### src/rtl/uds_fetch_if.sv
// rtl/uds_fetch_if.sv - UDS core bus port and word stream bundle for uds_fetch
interface uds_fetch_if;
  logic        bus_cs;
  logic [7:0]  bus_address;
  logic [31:0] bus_read_data;
  logic        bus_ready;
  logic [31:0] word_data;
  logic [2:0]  word_index;
  logic        word_valid;
  logic        word_ready;

  modport master (
    output bus_cs, bus_address, word_data, word_index, word_valid,
    input  bus_read_data, bus_ready, word_ready
  );

  modport slave (
    input  bus_cs, bus_address, word_data, word_index, word_valid,
    output bus_read_data, bus_ready, word_ready
  );
endinterface

### src/rtl/uds_fetch.sv
// rtl/uds_fetch.sv - checks UDS core ID then reads each UDS word once onto a valid/ready stream
module uds_fetch #(
  parameter logic [31:0] EXP_NAME0      = 32'h7564735f,
  parameter logic [31:0] EXP_NAME1      = 32'h6d656d20,
  parameter logic [31:0] EXP_VERSION    = 32'h00000001,
  parameter int          TIMEOUT_CYCLES = 16
) (
  input  logic       clk,
  input  logic       reset_n,
  input  logic       start,
  output logic       busy,
  output logic       done,
  output logic       error,
  output logic [1:0] err_code,
  uds_fetch_if.master bus
);
  localparam int TW = $clog2(TIMEOUT_CYCLES + 1);
  localparam logic [TW-1:0] TO_LIMIT = TW'(TIMEOUT_CYCLES);

  typedef enum logic [2:0] {
    S_IDLE, S_ID_RD, S_UDS_RD, S_UDS_OUT, S_DONE, S_ERR
  } state_t;

  state_t        state_q, state_d;
  logic [2:0]    idx_q, idx_d;
  logic [TW-1:0] to_q, to_d;
  logic          nonzero_q, nonzero_d;
  logic [31:0]   word_data_q, word_data_d;
  logic [2:0]    word_index_q, word_index_d;
  logic [1:0]    err_code_q, err_code_d;
  logic [TW-1:0] to_inc;
  logic [31:0]   exp_id;

  always_ff @(posedge clk) begin
    if (!reset_n) begin
      state_q      <= S_IDLE;
      idx_q        <= '0;
      to_q         <= '0;
      nonzero_q    <= 1'b0;
      word_data_q  <= '0;
      word_index_q <= '0;
      err_code_q   <= '0;
    end else begin
      state_q      <= state_d;
      idx_q        <= idx_d;
      to_q         <= to_d;
      nonzero_q    <= nonzero_d;
      word_data_q  <= word_data_d;
      word_index_q <= word_index_d;
      err_code_q   <= err_code_d;
    end
  end

  always_comb begin
    state_d         = state_q;
    idx_d           = idx_q;
    to_d            = to_q;
    nonzero_d       = nonzero_q;
    word_data_d     = word_data_q;
    word_index_d    = word_index_q;
    err_code_d      = err_code_q;
    busy            = 1'b0;
    done            = 1'b0;
    bus.bus_cs      = 1'b0;
    bus.bus_address = '0;
    bus.word_valid  = 1'b0;
    to_inc          = (to_q == TO_LIMIT) ? to_q : to_q + 1'b1;
    case (idx_q)
      3'd0:    exp_id = EXP_NAME0;
      3'd1:    exp_id = EXP_NAME1;
      default: exp_id = EXP_VERSION;
    endcase

    case (state_q)
      S_IDLE, S_DONE, S_ERR: begin
        done = (state_q == S_DONE);
        if (state_q == S_DONE) state_d = S_IDLE;
        if (start) begin
          state_d    = S_ID_RD;
          idx_d      = '0;
          to_d       = '0;
          nonzero_d  = 1'b0;
          err_code_d = 2'b00;
        end
      end
      S_ID_RD: begin
        busy            = 1'b1;
        bus.bus_cs      = 1'b1;
        bus.bus_address = {5'd0, idx_q};
        if (bus.bus_ready) begin
          to_d = '0;
          if (bus.bus_read_data != exp_id) begin
            state_d    = S_ERR;
            err_code_d = 2'b01;
          end else if (idx_q == 3'd2) begin
            idx_d   = '0;
            state_d = S_UDS_RD;
          end else begin
            idx_d = idx_q + 3'd1;
          end
        end else begin
          to_d = to_inc;
          if (to_inc == TO_LIMIT) begin
            state_d    = S_ERR;
            err_code_d = 2'b10;
          end
        end
      end
      S_UDS_RD: begin
        // Each UDS address is read-once in the core, so leave this state on the first completion.
        busy            = 1'b1;
        bus.bus_cs      = 1'b1;
        bus.bus_address = {5'b00010, idx_q};
        if (bus.bus_ready) begin
          to_d         = '0;
          word_data_d  = bus.bus_read_data;
          word_index_d = idx_q;
          nonzero_d    = nonzero_q | (|bus.bus_read_data);
          state_d      = S_UDS_OUT;
        end else begin
          to_d = to_inc;
          if (to_inc == TO_LIMIT) begin
            state_d    = S_ERR;
            err_code_d = 2'b10;
          end
        end
      end
      S_UDS_OUT: begin
        busy           = 1'b1;
        bus.word_valid = 1'b1;
        if (bus.word_ready) begin
          if (idx_q != 3'd7) begin
            idx_d   = idx_q + 3'd1;
            state_d = S_UDS_RD;
          end else if (!nonzero_q) begin
            state_d    = S_ERR;
            err_code_d = 2'b11;
          end else begin
            state_d = S_DONE;
          end
        end
      end
      default: state_d = S_IDLE;
    endcase
  end

  assign error          = (state_q == S_ERR);
  assign err_code       = err_code_q;
  assign bus.word_data  = word_data_q;
  assign bus.word_index = word_index_q;
endmodule

### src/flat_wrapper.sv
// flat-port wrapper written by rule: the top's interface ports become plain ports
module uds_fetch_flat 
#(
  parameter logic [31:0] EXP_NAME0      = 32'h7564735f,
  parameter logic [31:0] EXP_NAME1      = 32'h6d656d20,
  parameter logic [31:0] EXP_VERSION    = 32'h00000001,
  parameter int          TIMEOUT_CYCLES = 16
)
  (clk, reset_n, start, busy, done, error, err_code, bus_bus_cs, bus_bus_address, bus_word_data, bus_word_index, bus_word_valid, bus_bus_read_data, bus_bus_ready, bus_word_ready);
  uds_fetch_if bus_i ();
  input  logic clk;
  input  logic reset_n;
  input  logic start;
  output logic busy;
  output logic done;
  output logic error;
  output logic [1:0] err_code;
  output wire logic [$bits(bus_i.bus_cs)-1:0] bus_bus_cs;
  output wire logic [$bits(bus_i.bus_address)-1:0] bus_bus_address;
  output wire logic [$bits(bus_i.word_data)-1:0] bus_word_data;
  output wire logic [$bits(bus_i.word_index)-1:0] bus_word_index;
  output wire logic [$bits(bus_i.word_valid)-1:0] bus_word_valid;
  input wire logic [$bits(bus_i.bus_read_data)-1:0] bus_bus_read_data;
  input wire logic [$bits(bus_i.bus_ready)-1:0] bus_bus_ready;
  input wire logic [$bits(bus_i.word_ready)-1:0] bus_word_ready;
  assign bus_bus_cs = bus_i.bus_cs;
  assign bus_bus_address = bus_i.bus_address;
  assign bus_word_data = bus_i.word_data;
  assign bus_word_index = bus_i.word_index;
  assign bus_word_valid = bus_i.word_valid;
  assign bus_i.bus_read_data = bus_bus_read_data;
  assign bus_i.bus_ready = bus_bus_ready;
  assign bus_i.word_ready = bus_word_ready;
  uds_fetch #(.EXP_NAME0(EXP_NAME0), .EXP_NAME1(EXP_NAME1), .EXP_VERSION(EXP_VERSION), .TIMEOUT_CYCLES(TIMEOUT_CYCLES)) u_core (.clk(clk), .reset_n(reset_n), .start(start), .busy(busy), .done(done), .error(error), .err_code(err_code), .bus(bus_i));
endmodule
### config.mk
export PLATFORM = sky130hd
export DESIGN_NAME = uds_fetch_flat
export DESIGN_NICKNAME = d
export VERILOG_FILES = /design/src/rtl/uds_fetch_if.sv /design/src/rtl/uds_fetch.sv /design/src/flat_wrapper.sv
export SDC_FILE = /design/constraint.sdc
export NUM_CORES = 1
export LEC_CHECK = 0
export BUFFER_PORTS_ARGS = -buffer_cell sky130_fd_sc_hd__buf_2
export CAP_MARGIN = 20
export CORE_UTILIZATION = 30
export CTS_CLUSTER_SIZE = 24
export DETAILED_ROUTE_END_ITERATION = 7
export PLACE_DENSITY = 0.64
export SETUP_SLACK_MARGIN = 0.5
export SLEW_MARGIN = 10
export SYNTH_ARGS = -nofsm -noshare
export SYNTH_HDL_FRONTEND = slang
export SYNTH_SLANG_ARGS = --single-unit
export TNS_END_PERCENT = 5
### constraint.sdc
create_clock -name clk -period 5.7 [get_ports clk]
set_input_delay 0 -clock clk [delete_from_list [all_inputs] [get_ports clk]]
set_output_delay 0 -clock clk [all_outputs]
set_load 0.02 [all_outputs]
After elaboration in Yosys (flattened, before gate mapping)
Cells that the tools add are included.
{"block": "classes", "add_sub_neg": 2, "n_mul": 0, "div_mod_pow": 0, "magnitude_cmp": 0, "n_eq_ne": 23, "shift": 0, "n_mux": 40, "bitwise_logic": 1, "n_reduce_logical": 16}
{"operator": "one-hot mux 31 bit (2 select lines)", "n": 1}
{"operator": "2-to-1 mux 3 bit", "n": 15}
{"operator": "!= test 32 x 31 -> 1 bit", "n": 1}
{"operator": "OR reduction 32 bit", "n": 1}
{"operator": "one-hot mux 5 bit (2 select lines)", "n": 2}
{"operator": "2-to-1 mux 2 bit", "n": 8}
{"operator": "!= test 2 bit (second input constant)", "n": 8}
{"operator": "2-to-1 mux 5 bit", "n": 3}
{"operator": "one-hot mux 3 bit (4 select lines)", "n": 1}
{"operator": "== test 5 bit (second input constant)", "n": 2}
{"operator": "== test 3 x 2 -> 1 bit (second input constant)", "n": 3}
{"operator": "one-hot mux 3 bit (3 select lines)", "n": 1}
{"operator": "one-hot mux 2 bit (4 select lines)", "n": 1}
{"operator": "2-to-1 mux 1 bit", "n": 7}
{"operator": "AND reduction 7 bit", "n": 1}
{"operator": "== test 3 x 1 -> 1 bit (second input constant)", "n": 2}
{"operator": "== test 3 bit (second input constant)", "n": 2}
{"operator": "logical NOT 3 bit", "n": 2}
{"operator": "!= test 3 x 2 -> 1 bit (second input constant)", "n": 2}
{"operator": "AND reduction 3 bit", "n": 2}
{"operator": "AND reduction 6 bit", "n": 1}
{"operator": "OR reduction 3 bit", "n": 2}
{"operator": "adder 5 x 1 -> 5 bit (second input constant)", "n": 1}
{"operator": "!= test 4 x 2 -> 1 bit (second input constant)", "n": 1}
{"operator": "other kinds (10)", "n": 12}
{"block": "totals", "ff_bits": 49, "latchBits": 0, "mem_bits_rw": 0, "mem_bits_ro": 0, "inputBits": 37, "out_inout_bits": 50, "elab_cells": 89, "mem_count": 0}

Longest topological paths before layout
{"block": "logic_depth", "ltp_word": 6, "mapped_depth": 8, "depth_no_buf": 8}

Least setup slack after synthesis
Ideal clock, no wire load.
{"block": "synth_path", "kind": "register to register", "startpoint": "register u_core.idx_q[0]", "endpoint": "register u_core.err_code_q[0] (netlist: u_core.err_code[0])", "setup_ns": 0.083, "t_arrival_ns": 2.022, "required_ns": 5.617, "setup_slack_ns": 3.595, "path_stages_with_launch": 9, "path_buffers": 0, "period_less_slack_ns": 2.105, "path_cell_list": "dfxtp_1 -> inv_1 -> ha_1 -> or4b_1 -> nand2_1 -> a32oi_1 -> nor4_4 -> nor2_1 -> o221ai_1"}
{"block": "synth_between", "elab_chain_cells": 5, "elab_cells_between_ends": 8, "classes_between": "eq/ne: 5; mux: 1; reduce/logical: 2"}
{"element": "from (decl)", "line_no": "uds_fetch.sv:25", "rtl": "logic [2:0] idx_q, idx_d;"}
{"element": "from (signal assigned)", "line_no": "uds_fetch.sv:45", "rtl": "idx_q <= idx_d;"}
{"element": "== test 3 x 1 -> 1 bit / logical NOT 3 bit (equally long branches)", "line_no": "uds_fetch.sv:68", "rtl": "case (idx_q)"}
{"element": "one-hot mux 31 bit (2 select lines)", "line_no": "uds_fetch.sv:68"}
{"element": "!= test 32 x 31 -> 1 bit", "line_no": "uds_fetch.sv:92", "rtl": "if (bus.bus_read_data != exp_id) begin"}
{"element": "!= test 3 x 2 -> 1 bit (no source line)"}
{"element": "AND reduction 7 bit (no source line) *"}
{"element": "to (signal assigned)", "line_no": "uds_fetch.sv:50", "rtl": "err_code_q <= err_code_d;"}
{"element": "to (decl)", "line_no": "uds_fetch.sv:30", "rtl": "logic [1:0] err_code_q, err_code_d;"}
Mark *: on every way between the ends. The rest lies on a longest branch, timed or not.
A chain may end at the register's enable or synchronous reset.

Worst setup path after layout
{"block": "layout_path", "startpoint": "register u_core.state_q[1]", "endpoint": "register u_core.state_q[1]"}
{"block": "layout_between", "elab_chain_cells": 4, "elab_cells_between_ends": 15, "classes_between": "eq/ne: 8; mux: 4; reduce/logical: 3"}
{"element": "from (decl)", "line_no": "uds_fetch.sv:24", "rtl": "state_t state_q, state_d;"}
{"element": "from (signal assigned)", "line_no": "uds_fetch.sv:44", "rtl": "state_q <= state_d;"}
{"element": "== test 3 bit, or another cell as far along", "line_no": "uds_fetch.sv:74", "rtl": "case (state_q)"}
{"element": "OR reduction 3 bit", "line_no": "uds_fetch.sv:74"}
{"element": "!= test 3 x 2 -> 1 bit (no source line)"}
{"element": "AND reduction 3 bit (no source line)"}
Several ways; a longest one is shown, not always the timed one.

==> flow_summary.yaml <==
outcome:
  outcome: "complete, but fails checks"
  failed_checks: "design-rule violations"
sta:
  finalClockSkew_ns: 0.00194
  rsz0062_at_grt: "false"
  finalCritPeriodShare_pct: 45.4
  hold_viol_final: 0
  max_slew.worst_pin.slew_ns: 0.895
  finalSetupViolCount: 0
  final.setup.tns_ns: 0
  hold_ws_ns: 0.0278
  max-slew-margin-rel_pct: 40.4
  max_freq_mhz: 387
  slew_violations: 0
  min_period_ns: 2.58
  final.setup.worst_slack_ns: 3.12
route:
  wirelength_um: 8080
  drtAntennaViolNets: 0
  vias: 2876
  routed_via_density: 5.05
  wl_per_cell_um: 14.2
  drc: 7
  drtPass1Iterations: 6
  drt-initial-drc-count: 169
final_layout:
  finalNonFillerCells: 569
  drive_above_1_share_pct: 21.5
  seqCellArea_um2: 981
  final_nets: 504
  fin_area_mm2: 0.00365
  fin_util_pct: 41.2
  n_antenna_cell: 0
  multi_input_area_mm2: 0.00167
  fillCellCount: 890
  areaGrowthSynthToFinish_pct: 31.0
clocking:
  cts_tree: "yes"
  cts.reportedPaths.clkPinSlew_ns: 0.09
  clockBufferDepth: 2
  ctsResizeCount: 0
  cts_buffers: 5
  h-tree-depth: 2
  clock_latency_ns: 0.29
  post_cts_buffers: 0
  cts_root_buffer: "clkbuf_8"
  cts_sinks: 49
pwr:
  vdd_drop_max_v: 0.0000878
  power_density_mw_per_mm2: 182
  power.total_uw: 666
  p_leak_nw: 1.52
logic_synthesis:
  synth_area_mm2: 0.00279
  yosys_register_bits: 49
  synth_top_family_by_area: "simple AND/OR/NAND/NOR gates"
  syn_inst: 358
  synth_mux_area_share_pct: 2.65
  async_flop_share_pct: 0
  synth_compound_area_share_pct: 20.6
  yosysSeqAreaShare_pct: 35.2
  yosys.area_share.simple_pct: 32.7
  ys.warnings.count: 0
  ys.flop_type: "dfxtp_1"
  yosys.area_share.adder_pct: 3.14
  synth_xor_area_share_pct: 0.314
  avgSynthCellArea_um2: 7.78
  synth_cell_types: 51
  synth_edf_count: 0
grt:
  grt_pass1_vias: 2703
  grt.total_usage_pct: 16.6
  grt_pass1_wl_um: 13100
  grt_start_max_net_pins: 58
  antenna_found_initial: 0
  grt_overflow_total: 0
floorplan:
  rows: 34
  initial_core_util_pct: 31.5
  die_w_um: 98.4
  ios: 87
  die_y_um: 98.4
  dieArea_mm2: 0.00967
  coreArea_mm2: 0.00885
setup_path:
  worstPathMaxFanout: 23
  worstSetupPathType: "flip-flop to flip-flop"
  cp.arrival_ns: 2.83
  cp.required_ns: 5.94
  startpoint_type: "flip-flop"
  r2r_cells: 7
  end_kind: "flip-flop"
place:
  placed_cell_area_mm2: 0.00325
  place_inst: 529
  gp_congestion: 0.861
  hpwl_um: 5670
  port_buffers: 82
  place_ws_ns: 3.15
run:
  maxCapViolations: 0
hold_path:
  holdPathStages: 4
  timing.hold.worst.class: "primary input to flip-flop"
-- synthesized netlist by cell type (all sizes together), types with 2 or more instances --
master / instances / area, um^2
a21boi: 36 / 270
a21oi: 9 / 45.0
a31oi: 2 / 12.5
a32o: 2 / 20.0
and2: 6 / 37.5
and3: 5 / 31.3
buf: 9 / 55.1
clkbuf: 15 / 56.3
dfxtp: 49 / 981
ha: 7 / 87.6
inv: 9 / 33.8
mux2: 3 / 33.8
mux2i: 4 / 40.0
nand2: 90 / 338
nand2b: 10 / 62.6
nand3: 7 / 35.0
nand3b: 2 / 15.0
nand4: 6 / 37.5
nand4b: 3 / 26.3
nor2: 13 / 51.3
nor2b: 9 / 56.3
nor3: 8 / 40.0
nor3b: 5 / 37.5
nor4: 6 / 52.6
o2111ai: 6 / 52.6
o211a: 2 / 20.0
o21ai: 10 / 50.0
o21bai: 2 / 15.0
o32ai: 3 / 26.3
or2: 2 / 12.5
or4: 3 / 22.5
-- power breakdown --
| part | internal, mW | total, mW | switching [mW] |
|---|---|---|---|
| combinational | 0.0511 | 0.107 | 0.0563 |
| clock | 0.0872 | 0.205 | 0.118 |
| sequential | 0.345 | 0.353 | 0.00771 |
-- path summary, 6_finish.rpt --
check                                            start                                    to  slack (ns)
setup / recovery        u_core.state_q[1]$_SDFFE_PN0P_        u_core.state_q[1]$_SDFFE_PN0P_        3.12
hold reg to reg   u_core.bus.word_data[2]$_SDFFE_PN0P_  u_core.bus.word_data[2]$_SDFFE_PN0P_        0.45
hold / removal                                   start        u_core.state_q[2]$_SDFFE_PN0P_        0.03
setup reg to reg        u_core.state_q[1]$_SDFFE_PN0P_        u_core.state_q[1]$_SDFFE_PN0P_        3.12
-- area by class of cell --
cell class | count | area share [%]
Multi-Input combinational cell | 279 | 45.8
Inverter | 9 | 0.926
Timing Repair Buffer | 116 | 20.4
Clock buffer | 7 | 2.09
Clock inverter | 1 | 0.206
Sequential cell | 49 | 26.9
Tap cell | 108 | 3.70
-- logic make-up (layout without fill, tap and decap cells) --
kind of cell | after synthesis | count (layout)
fa+ha+maj | 7 | 7
other cells | 1 | 4
flops | 49 | 49
simple gates | 181 | 181
xor+xnor | 1 | 1
mux | 7 | 7
buf+inv | 33 | 133
compound gates | 79 | 79
-- critical path, stage by stage (launching register included) --
cell     delay [ns]
dfxtp_1        0.73
nor3b_1        0.56
nand2_1        0.47
buf_4          0.38
o21ai_0        0.10
a21oi_1        0.05
o21ai_1        0.11
a32o_1         0.13
-- metal layers --
layer | share of wire, % | global-route usage (%)
met3 | 4.1 | 2.43
met5 | 0 | 0
met1 | 47 | 21.6
met2 | 47 | 28.1
met4 | 2.0 | 5.63
-- registers in the layout, indices dropped and copies added (netlist names) --
name                   flops
u_core.state_q             3
u_core.nonzero_q           1
u_core.to_q                5
u_core.err_code            2
u_core.bus.word_index      3
u_core.bus.word_data      32
u_core.idx_q               3
-- repair_timing --
item                                    CTS  global route
hold buffers                             32             0
endpoints found under the hold margin    32             0
endpoints found under the setup margin    0             0
-- cells in the final DEF, fill, tap and decap left out, drive strengths merged, types with 2 or more instances in the layout --
master       netlist  layout
inv                9       9
nand4              6       6
nor2              13      13
o32ai              3       3
nor3b              5       5
a21oi              9       9
a32o               2       2
nor3               8       8
nand3              7       7
o211a              2       2
and3               5       5
ha                 7       7
or2                2       2
a31oi              2       2
buf                9      84
clkbuf            15       7
mux2i              4       4
nor4               6       6
mux2               3       3
nand2b            10      10
a21boi            36      36
nand3b             2       2
nand4b             3       3
o21bai             2       2
o21ai             10      10
o2111ai            6       6
conb               1       4
nand2             90      90
and2               6       6
nor2b              9       9
dlygate4sd3        0      32
or4                3       3
dfxtp             49      49
No activity file was read; power rests on OpenSTA's default activity.
